File: src/rtl/aes_pkg.sv
// Shared AES definitions: stage state encoding, GF(2^8) multiply helpers and column/byte indexing.
package aes_pkg;

   localparam int          BYTE_W   = 32'd8;
   localparam int          COL_W    = 32'd32;
   localparam logic [7:0]  AES_POLY = 8'h1B;

   typedef enum logic [1:0] {
      IDLE = 2'd0,
      BUSY = 2'd1,
      DONE = 2'd2
   } mix_state_e;

   function automatic logic [7:0] xtime(input logic [7:0] b);
      xtime = {b[6:0], 1'b0} ^ (b[7] ? AES_POLY : 8'h00);
   endfunction

   function automatic logic [7:0] gmul2(input logic [7:0] b);
      gmul2 = xtime(b);
   endfunction

   function automatic logic [7:0] gmul3(input logic [7:0] b);
      gmul3 = xtime(b) ^ b;
   endfunction

   // Inverse coefficients are built from the x2/x4/x8 chain of one operand.
   function automatic logic [7:0] gmul9(input logic [7:0] b);
      gmul9 = xtime(xtime(xtime(b))) ^ b;
   endfunction

   function automatic logic [7:0] gmulb(input logic [7:0] b);
      gmulb = xtime(xtime(xtime(b))) ^ xtime(b) ^ b;
   endfunction

   function automatic logic [7:0] gmuld(input logic [7:0] b);
      gmuld = xtime(xtime(xtime(b))) ^ xtime(xtime(b)) ^ b;
   endfunction

   function automatic logic [7:0] gmule(input logic [7:0] b);
      gmule = xtime(xtime(xtime(b))) ^ xtime(xtime(b)) ^ xtime(b);
   endfunction

   function automatic logic [7:0] mix_row_fwd(input logic [7:0] a0, input logic [7:0] a1,
                                              input logic [7:0] a2, input logic [7:0] a3);
      mix_row_fwd = gmul2(a0) ^ gmul3(a1) ^ a2 ^ a3;
   endfunction

   function automatic logic [7:0] mix_row_inv(input logic [7:0] a0, input logic [7:0] a1,
                                              input logic [7:0] a2, input logic [7:0] a3);
      mix_row_inv = gmule(a0) ^ gmulb(a1) ^ gmuld(a2) ^ gmul9(a3);
   endfunction

   function automatic logic [7:0] col_byte(input logic [31:0] col, input int unsigned row);
      col_byte = col[row*BYTE_W +: BYTE_W];
   endfunction

   function automatic logic [31:0] get_col(input logic [127:0] blk, input int unsigned c);
      get_col = blk[c*COL_W +: COL_W];
   endfunction

   function automatic logic [127:0] set_col(input logic [127:0] blk, input int unsigned c,
                                            input logic [31:0] col);
      logic [127:0] r;
      r = blk;
      r[c*COL_W +: COL_W] = col;
      set_col = r;
   endfunction

endpackage

File: src/rtl/aes_mix_col.sv
// Combinational single-column mixer (MixColumns, plus InvMixColumns when AES_MIX_INV_EN is defined).
module aes_mix_col
   import aes_pkg::*;
(
   input  logic [31:0] col,
`ifdef AES_MIX_INV_EN
   input  logic        inv,
`endif
   output logic [31:0] mixed
);

   logic [7:0] b0_s, b1_s, b2_s, b3_s;

   assign b0_s = col_byte(col, 32'd0);
   assign b1_s = col_byte(col, 32'd1);
   assign b2_s = col_byte(col, 32'd2);
   assign b3_s = col_byte(col, 32'd3);

   // Each output row uses the same coefficient set rotated by its row index.
   always_comb begin
      mixed = 32'h0;
`ifdef AES_MIX_INV_EN
      if (inv) begin
         mixed = {mix_row_inv(b3_s, b0_s, b1_s, b2_s), mix_row_inv(b2_s, b3_s, b0_s, b1_s),
                  mix_row_inv(b1_s, b2_s, b3_s, b0_s), mix_row_inv(b0_s, b1_s, b2_s, b3_s)};
      end else begin
         mixed = {mix_row_fwd(b3_s, b0_s, b1_s, b2_s), mix_row_fwd(b2_s, b3_s, b0_s, b1_s),
                  mix_row_fwd(b1_s, b2_s, b3_s, b0_s), mix_row_fwd(b0_s, b1_s, b2_s, b3_s)};
      end
`else
      mixed = {mix_row_fwd(b3_s, b0_s, b1_s, b2_s), mix_row_fwd(b2_s, b3_s, b0_s, b1_s),
               mix_row_fwd(b1_s, b2_s, b3_s, b0_s), mix_row_fwd(b0_s, b1_s, b2_s, b3_s)};
`endif
   end

endmodule

File: src/rtl/aes_mix_columns.sv
// Column-serial AES MixColumns round stage with valid/ready handshakes and final-round bypass.
// Define AES_MIX_INV_EN to add the in_inv port and InvMixColumns support.
module aes_mix_columns
   import aes_pkg::*;
#(
   parameter int NB = 4
) (
   input  logic           clk,
   input  logic           rst_n,
   input  logic           in_valid,
   output logic           in_ready,
   input  logic [127:0]   in_block,
   input  logic           in_last,
`ifdef AES_MIX_INV_EN
   input  logic           in_inv,
`endif
   output logic           out_valid,
   input  logic           out_ready,
   output logic [127:0]   out_block
);

   localparam int CW = (NB > 1) ? $clog2(NB) : 1;

   mix_state_e    state_r, state_s;
   logic [CW-1:0] col_cnt_r, col_cnt_s;
   logic [127:0]  work_r, work_s;
   logic [127:0]  out_block_r, out_block_s;
   logic          out_valid_r, out_valid_s;
   logic          last_r, last_s;
   logic [31:0]   col_s, mixed_s;
`ifdef AES_MIX_INV_EN
   logic          inv_r, inv_s;
`endif

   assign in_ready  = (state_r == IDLE) | ((state_r == DONE) & out_ready);
   assign out_valid = out_valid_r;
   assign out_block = out_block_r;
   assign col_s     = get_col(work_r, 32'(col_cnt_r));

   aes_mix_col u_mix_col (
      .col   (col_s),
`ifdef AES_MIX_INV_EN
      .inv   (inv_r),
`endif
      .mixed (mixed_s)
   );

   // Next-state, working-column update and output register loads.
   always_comb begin
      state_s     = state_r;
      col_cnt_s   = col_cnt_r;
      work_s      = work_r;
      out_block_s = out_block_r;
      out_valid_s = out_valid_r;
      last_s      = last_r;
`ifdef AES_MIX_INV_EN
      inv_s       = inv_r;
`endif
      case (state_r)
         IDLE: begin
            if (in_valid) begin
               work_s    = in_block;
               last_s    = in_last;
`ifdef AES_MIX_INV_EN
               inv_s     = in_inv;
`endif
               col_cnt_s = {CW{1'b0}};
               state_s   = BUSY;
            end else begin
               state_s   = IDLE;
            end
         end
         BUSY: begin
            // A bypass block spends one cycle here so both paths share the DONE entry.
            if (last_r) begin
               out_block_s = work_r;
               out_valid_s = 1'b1;
               state_s     = DONE;
            end else begin
               work_s = set_col(work_r, 32'(col_cnt_r), mixed_s);
               if (col_cnt_r == CW'(NB - 1)) begin
                  col_cnt_s   = {CW{1'b0}};
                  out_block_s = work_s;
                  out_valid_s = 1'b1;
                  state_s     = DONE;
               end else begin
                  col_cnt_s   = col_cnt_r + CW'(1'b1);
               end
            end
         end
         DONE: begin
            if (out_ready) begin
               out_valid_s = 1'b0;
               if (in_valid) begin
                  work_s    = in_block;
                  last_s    = in_last;
`ifdef AES_MIX_INV_EN
                  inv_s     = in_inv;
`endif
                  col_cnt_s = {CW{1'b0}};
                  state_s   = BUSY;
               end else begin
                  state_s   = IDLE;
               end
            end else begin
               state_s = DONE;
            end
         end
         default: begin
            state_s     = IDLE;
            col_cnt_s   = {CW{1'b0}};
            out_valid_s = 1'b0;
         end
      endcase
   end

   // State and datapath registers; reset discards any in-flight block.
   always_ff @(posedge clk or negedge rst_n) begin
      if (!rst_n) begin
         state_r     <= IDLE;
         col_cnt_r   <= {CW{1'b0}};
         work_r      <= 128'h0;
         out_block_r <= 128'h0;
         out_valid_r <= 1'b0;
         last_r      <= 1'b0;
`ifdef AES_MIX_INV_EN
         inv_r       <= 1'b0;
`endif
      end else begin
         state_r     <= state_s;
         col_cnt_r   <= col_cnt_s;
         work_r      <= work_s;
         out_block_r <= out_block_s;
         out_valid_r <= out_valid_s;
         last_r      <= last_s;
`ifdef AES_MIX_INV_EN
         inv_r       <= inv_s;
`endif
      end
   end

endmodule
File: config.mk
export PLATFORM = sky130hd
export DESIGN_NAME = aes_mix_columns
export DESIGN_NICKNAME = d
export VERILOG_FILES = /design/src/rtl/aes_pkg.sv /design/src/rtl/aes_mix_col.sv /design/src/rtl/aes_mix_columns.sv
export SDC_FILE = /design/constraint.sdc
export NUM_CORES = 1
export LEC_CHECK = 0
export CAP_MARGIN = 20
export CORE_MARGIN = 4
export CORE_UTILIZATION = 30
export CTS_BUF_LIST = sky130_fd_sc_hd__clkbuf_8
export DETAILED_ROUTE_END_ITERATION = 10
export DONT_BUFFER_PORTS = 1
export PLACE_DENSITY_LB_ADDON = 0.12
export SYNTH_ARGS = -nofsm -noshare
export SYNTH_HDL_FRONTEND = slang
export SYNTH_SLANG_ARGS = --single-unit
File: constraint.sdc
create_clock -name clk -period 5.3 [get_ports clk]
set_clock_uncertainty 0.1 [all_clocks]
set_input_delay 1.06 -clock clk [delete_from_list [all_inputs] [get_ports clk]]
set_output_delay 1.06 -clock clk [all_outputs]
set_load 0.05 [all_outputs]
==> impl_metrics.tcl, run 1 <==
set metrics [dict create \
    setup_viol 0 \
    yosysWarnings 0 \
    n_fill_cell 5834 \
    fin_tns_setup_ps 0 \
    grt_pass1_vias 16000 \
    dp_hpwl_um 53820 \
    post_cts_buffers 0 \
    post_cts_resized 0 \
    core-area_mm2 0.05803 \
    maxSlewViolCount 0 \
    cts_root_buf "clkbuf_8" \
    area_growth_pct 9.789 \
    syn-num-nets 1975 \
    min_period_ps 3712 \
    routabilityCongestion 0.8650 \
    rows 88 \
    io_pins 263 \
    dp_worst_setup_slack_ps 1498 \
    async_flop_share_pct 100.0 \
    fin_hold_ws_ps 43.45 \
    reg2reg_slack_ps 1590 \
    synth_ff_type "dfrtp_1" \
    dr_total_vias 16890 \
    cts.path.max_buffers 3 \
    vias_per_cell 6.649 \
    clk_latency_ps 660 \
    antenna_found_initial 10 \
    synth_cell_types 48 \
    nets 1884 \
    grt.overflow.total 0 \
    outcome "finished clean" \
    critPathKind "register to register" \
    syn_area_per_cell_um2 9.620 \
    ys_seq_area_share_pct 37.12 \
    end_kind "register" \
    arrival_ps 4080 \
    fin_ws_ps 1588 \
    critPathRequiredTime_ps 5670 \
    r2r-start "col_cnt_r[0]" \
    antenna_left 0 \
    cts_made_buffers 52 \
    timing.slew.headroom_pct 24.39 \
    drc 0 \
    period_share_pct 70.05 \
    grt_util_all_layers_pct 26.16 \
    htreeDepth 2 \
    path_max_fanout 35 \
    drv_cap 0 \
    r2r_cells 5 \
    syn-instance-count 1836 \
    worstMarginPinSlew_ps 1130 \
    first_iter_violations 1860 \
    grt_max_degree 101 \
    r2r-end "out_block[13]" \
    wl_met3_um 9207 \
    drive_gt1_share_pct 9.865 \
    drt-wirelength-per-cell_um 33.74 \
    fmax_ghz 0.2694 \
    netlist_area_mm2 0.01766 \
    io_buffer_count 0 \
    ys_seq_elements 262 \
    hold_path.class "input pin to asynchronous set/reset pin" \
    final_common_cell "dfrtp_1" \
    cts.sinks 262 \
    grt_pass1_wl_um 122700 \
    dieArea_mm2 0.06282 \
    start_util_pct 30.44 \
    drt_wl_total_um 85690 \
    hold_viol 0 \
    synth-edff-count 0 \
    final_cell_mix "259 x dfrtp_1, 212 x o21ai_0, 160 x o221ai_1" \
    wl_met1_um 35930 \
    die_w_um 250.6 \
    timing.critical_path.from "col_cnt_r[0]" \
    cp-endpoint "out_block[13]" \
    die_height_um 250.6 \
    start_kind "register" \
    top_layer "met5" \
    path_clk_slew_ps 60 \
    dr_wl_met2_um 37540 \
    tritoncts "done" \
    firstDrtPassIters 5 \
    grt_setup_unrepaired "no" \
]
## flip-flops by register name (all words and copies together) (netlist names)
signal and count:
work_r 128, out_block 128, col_cnt_r 2, out_valid 1, last_r 1, state_r 2
## layout make-up
class | count | area, µm² | area share [%]
Clock buffer | 63 | 867.1 | 4.471
Timing Repair Buffer | 51 | 513.0 | 2.645
Clock inverter | 20 | 110.1 | 0.5678
Inverter | 49 | 183.9 | 0.9484
Tap cell | 765 | 957.2 | 4.936
Antenna cell | 1 | 2.502 | 0.01290
Multi-Input combinational cell | 1329 | 10190 | 52.56
Sequential cell | 262 | 6565 | 33.85
## repair_timing
item,in CTS,in global routing
endpoints found under the hold margin,49,0
hold buffers,13,0
setup endpoints to repair,0,0
## synth_stat cells, types with 14 or more instances
| cell type | count | area [µm²] |
|---|---|---|
| dfrtp_1 | 262 | 6556 |
| o21ai_0 | 212 | 1061 |
| clkbuf_1 | 184 | 690.7 |
| o221ai_1 | 160 | 1401 |
| o31ai_1 | 145 | 1089 |
| nor2_1 | 93 | 349.1 |
| nor2b_1 | 65 | 406.6 |
| o211ai_1 | 64 | 480.5 |
| nand3b_1 | 62 | 465.5 |
| a21oi_1 | 51 | 255.2 |
| inv_1 | 48 | 180.2 |
| o22ai_1 | 48 | 300.3 |
| nand3_1 | 45 | 225.2 |
| nand2b_1 | 42 | 262.8 |
| o311ai_0 | 42 | 367.9 |
| or4_1 | 39 | 292.8 |
| nand2_1 | 36 | 135.1 |
| mux4_2 | 25 | 563.0 |
| nor4_1 | 25 | 156.4 |
| a22oi_1 | 24 | 180.2 |
| o21bai_1 | 24 | 180.2 |
| xnor3_1 | 21 | 473.0 |
| o311ai_1 | 19 | 166.4 |
| xnor2_1 | 14 | 122.6 |
## how the worst min path moves through the flow
| stage | slack (ps) | endpoint | start |
|---|---|---|---|
| finish | 40 | out_block[30] | rst_n |
| global route | 10 | out_block[30] | rst_n |
| CTS | 1 | work_r[21] | rst_n |
| detailed placement | 470 | work_r[92] | work_r[92] |
| global placement | 460 | work_r[91] | work_r[91] |
| floorplan | 400 | work_r[89] | work_r[89] |
## per-stage QoR
stage | area, µm² | util [%] | cells
floorplan | 17660 | - | 1836
CTS | 19360 | 33.37 | 2538
detailed placement | 18200 | 31.37 | 2442
finish | 19390 | 33.42 | 2540
global placement | 18200 | 31.37 | 2442
global route | 19390 | 33.42 | 2540
## kinds of logic after synthesis
logic type      share of synthesized area, %
compound gates                         31.71
xor+xnor                               7.530
fa+ha+maj                             0.4250
buf+inv                                5.603
flops                                  37.12
mux                                    4.286
simple gates                           13.33
## critical path: stages, from the launching register on
cell and delay (ps):
dfrtp_2 960, buf_4 340, mux4_2 600, xnor3_1 430, xor2_1 890, o21ai_0 220
## metal layers
metal	vias to the layer above	GRT usage [%]
li1	7132	-
met1	8749	35.86
met2	859	38.83
met3	138	9.064
met4	10	8.321
met5	-	0
Power of run 1 is left out: the tool's default activity adds up to more than one toggle a clock period on the data nets, which glitch-free logic cannot reach.
==> run 2: changes to the inputs <==
==> constraint.sdc (replaced) <==
create_clock -name clk -period 3.8 [get_ports clk]
set_clock_uncertainty 0.1 [all_clocks]
set_input_delay 0.76 -clock clk [delete_from_list [all_inputs] [get_ports clk]]
set_output_delay 0.76 -clock clk [all_outputs]
set_load 0.05 [all_outputs]
==> impl_metrics.tcl, run 2 (same netlist as run 1, synthesis figures left out) <==
set metrics [dict create \
    outcome "finished, violations left" \
    violations "hold timing" \
    grt.overflow.total 0 \
    busiest_layer "met2" \
    start_kind "register" \
    slowest_stage "mux4_1" \
    grt_pass1_wl_um 121200 \
    antenna_left 0 \
    grt_use_met1_pct 36.25 \
    min_period_ps 3360 \
    drt_wl_total_um 83600 \
    crit_chain "mux4_1, xnor3_1, xnor2_1, buf_4, o31ai_1" \
    stdcell_area_mm2 0.01959 \
    die_height_um 250.6 \
    r2r-end "out_block[111]" \
    dieArea_mm2 0.06282 \
    die_w_um 250.6 \
    drc 0 \
    start_util_pct 30.44 \
    core-area_mm2 0.05803 \
    critPathRequiredTime_ps 4190 \
    cts_made_buffers 55 \
    drv_cap 0 \
    cp-endpoint "out_block[111]" \
    dr_total_vias 16880 \
    rows 88 \
    critPathKind "register to register" \
    reg2reg_slack_ps 440 \
    arrival_ps 3750 \
    grt_util_all_layers_pct 25.55 \
    cts_root_buf "clkbuf_8" \
    cts.sinks 262 \
    final_common_cell "dfrtp_1" \
    routabilityCongestion 0.8810 \
    timing.slew.headroom_pct 36.50 \
    grt_use_met3_pct 7.227 \
    r2r-start "col_cnt_r[0]" \
    post_cts_buffers 0 \
    timing.critical_path.from "col_cnt_r[0]" \
    post_cts_resized 0 \
    grt_max_degree 263 \
    dp_worst_setup_slack_ps 529.0 \
    fin_ws_ps 440.1 \
    drive_gt1_share_pct 11.55 \
    dp_hpwl_um 55110 \
    hold_path.class "input pin to asynchronous set/reset pin" \
    grt_pass1_vias 15940 \
    fin_tns_setup_ps 0 \
    io_buffer_count 0 \
    htreeDepth 2 \
    setup_viol 0 \
    clk_latency_ps 670 \
    area_growth_pct 10.89 \
    final_cell_mix "259 x dfrtp_1, 212 x o21ai_0, 160 x o221ai_1" \
    first_iter_violations 1649 \
    placed_area_mm2 0.01847 \
    period_share_pct 88.42 \
    cts.path.max_buffers 3 \
    drt-wirelength-per-cell_um 32.53 \
    fmax_ghz 0.2976 \
    antenna_found_initial 5 \
    grt_setup_unrepaired "no" \
    path_max_fanout 19 \
    path_clk_slew_ps 60 \
    hold_viol 262 \
    cpPeakStageDelay_ps 930 \
    vias_per_cell 6.566 \
    nets 1901 \
    gr-usage-met2_pct 38.36 \
    r2r_cells 5 \
    io_pins 263 \
    end_kind "register" \
    maxSlewViolCount 0 \
    firstDrtPassIters 6 \
    tritoncts "done" \
    worstMarginPinSlew_ps 952.5 \
    fin_hold_ws_ps -287.0 \
]
[run 2: changes by cell type in the layout (fill, tap and decap cells not counted)]
cell,previous run,this run
buf_4,35,58
clkbuf_8,63,72
dlygate4sd3_1,9,0
buf_12,4,7
clkinv_2,0,3
diode_2,1,4
inv_1,65,68
buf_16,2,0
clkbuf_16,1,0
clkinvlp_4,1,0
inv_6,1,0
nand2_4,0,1
nand2_8,1,0
[run 2: critical path, delay by kind of cell (launching register included)]
| kind | cells | cell delay (ps) |
|---|---|---|
| mux | 1 | 930 |
| compound gates | 1 | 110 |
| flops | 1 | 780 |
| buf+inv | 1 | 360 |
| xor+xnor | 2 | 890 |
[run 2: area by class of cell]
class | instances | area, µm²
fillers | 5863 | 38440
multi-input cells | 1329 | 10180
flip-flops and latches | 262 | 6565
clock buffers | 72 | 991.0
well taps | 765 | 957.2
repair buffers | 65 | 575.6
inverters | 49 | 183.9
clock inverters | 24 | 120.1
diodes | 4 | 10.01
[run 2: worst min-delay path by stage]
stage	start	endpoint	slack (ps)	cells past startpoint
3_3_place_gp	rst_n	out_block[34]	390	0
2_1_floorplan	rst_n	col_cnt_r[0]	360	0
5_1_grt	rst_n	out_block[32]	-320	0
6_report	rst_n	out_block[32]	-290	0
3_5_place_dp	rst_n	work_r[40]	390	0
4_1_cts	rst_n	out_block[56]	-320	0
[run 2: routing by layer]
metal / vias up / share of wire, %
met4: 0 / 2.7
li1: 7182 / -
met3: 119 / 9.7
met2: 810 / 44
met5: - / 0
met1: 8764 / 43
[run 2: metrics by stage]
| stage | utilization [%] | hold WS, ps | instances |
|---|---|---|---|
| 6_report | 33.76 | -287.0 | 2570 |
| 5_1_grt | 33.75 | -319.6 | 2569 |
| 4_1_cts | 33.74 | -317.7 | 2566 |
| 3_5_place_dp | 31.82 | 389.2 | 2470 |
| 3_3_place_gp | 31.82 | 389.9 | 2470 |
| 2_1_floorplan | - | 364.4 | 1836 |
Power of run 2 is left out for the same reason.
==> run 3: changes to the inputs <==
--- a/config.mk
+++ b/config.mk
@@ -9,6 +9,7 @@
 export CORE_MARGIN = 4
 export CORE_UTILIZATION = 30
 export CTS_BUF_LIST = sky130_fd_sc_hd__clkbuf_8
+export CTS_CLUSTER_DIAMETER = 50
 export DETAILED_ROUTE_END_ITERATION = 10
 export DONT_BUFFER_PORTS = 1
 export PLACE_DENSITY_LB_ADDON = 0.12
==> impl_metrics.tcl, run 3 (same netlist as run 1, synthesis figures left out) <==
set metrics [dict create \
    grt_util_all_layers_pct 25.47 \
    grt_max_degree 263 \
    rows 88 \
    cts_root_buf "clkbuf_8" \
    timing.slew.headroom_pct 35.77 \
    min_period_ps 3341 \
    violations "hold timing" \
    drt_wl_total_um 83270 \
    cts.path.max_buffers 3 \
    tritoncts "done" \
    final_common_cell "dfrtp_1" \
    period_share_pct 87.93 \
    grt_pass1_wl_um 120700 \
    final_cell_mix "259 x dfrtp_1, 212 x o21ai_0, 160 x o221ai_1" \
    fin_tns_setup_ps 0 \
    nets 1901 \
    critPathKind "register to register" \
    clk_latency_ps 670 \
    grt_pass1_vias 15900 \
    dp.cells 2470 \
    dieArea_mm2 0.06282 \
    core-area_mm2 0.05803 \
    fmax_ghz 0.2993 \
    dr_total_vias 16830 \
    first_iter_violations 1580 \
    antenna_left 0 \
    io_pins 263 \
    fin_cells 2572 \
    path_clk_slew_ps 60 \
    cts.sinks 262 \
    grt.overflow.total 0 \
    hold_viol 262 \
    die_height_um 250.6 \
    arrival_ps 3730 \
    maxSlewViolCount 0 \
    die_w_um 250.6 \
    htreeDepth 2 \
    routabilityCongestion 0.8810 \
    drt-wirelength-per-cell_um 32.38 \
    io_buffer_count 0 \
    hold_path.class "input pin to asynchronous set/reset pin" \
    outcome "finished, violations left" \
    setup_viol 0 \
    vias_per_cell 6.543 \
    post_cts_buffers 0 \
    start_kind "register" \
    drv_cap 0 \
    drc 0 \
    antenna_found_initial 5 \
    fin_hold_ws_ps -280.0 \
    path_max_fanout 19 \
    dp_hpwl_um 55110 \
    end_kind "register" \
    worstMarginPinSlew_ps 963.5 \
    drive_gt1_share_pct 11.76 \
    grt_setup_unrepaired "no" \
    start_util_pct 30.44 \
    area_growth_pct 11.26 \
    final_util_pct 33.87 \
    critPathRequiredTime_ps 4190 \
    firstDrtPassIters 7 \
    cts_made_buffers 55 \
]
## run 3: repair_timing
action	4_1_cts	5_1_grt
setup endpoints to repair	0	0
gates resized for setup	0	0
hold endpoints to repair	262	262
## run 3: cell type report
class / count / area, µm²
tap: 765 / 957.2
inverter: 49 / 183.9
antenna: 5 / 12.51
sequential: 262 / 6565
clock inverter: 25 / 181.4
fill: 5847 / 38370
clock buffer: 72 / 991.0
multi-input combinational: 1329 / 10180
timing repair buffer: 65 / 575.6
## run 3: per-layer routing
layer / part of all wire (%) / vias up / track usage, %
li1: - / 7193 / -
met1: 43 / 8713 / 36.22
met2: 45 / 813 / 38.44
met3: 9.4 / 110 / 6.977
met4: 2.5 / 0 / 6.451
met5: 0 / - / 0
## run 3: worst max-delay path, cell delays in order, from the launching register on
cell     delay (ps)
dfrtp_2         770
mux4_1          930
xnor3_1         330
xnor2_1         550
buf_4           360
o31ai_1         120
## run 3: through the flow
step                      setup WS [ps]  area [µm²]
after floorplan                   936.5       17660
after global placement            557.5       18470
after detailed placement          529.0       18470
after CTS                         509.6       19640
after global routing              422.5       19650
final                             458.7       19650
## run 3: path summary, 6_finish.rpt
check,from,end,slack (ps),cells after the start
min reg2reg,work_r[92],work_r[92],480,2
min,rst_n,out_block[32],-280,0
max reg2reg,col_cnt_r[0],out_block[111],460,5
max in group asynchronous,rst_n,last_r,3170,0
min in group clk,in_block[51],work_r[51],120,2
max,col_cnt_r[0],out_block[111],460,5
Power of run 3 is left out for the same reason.
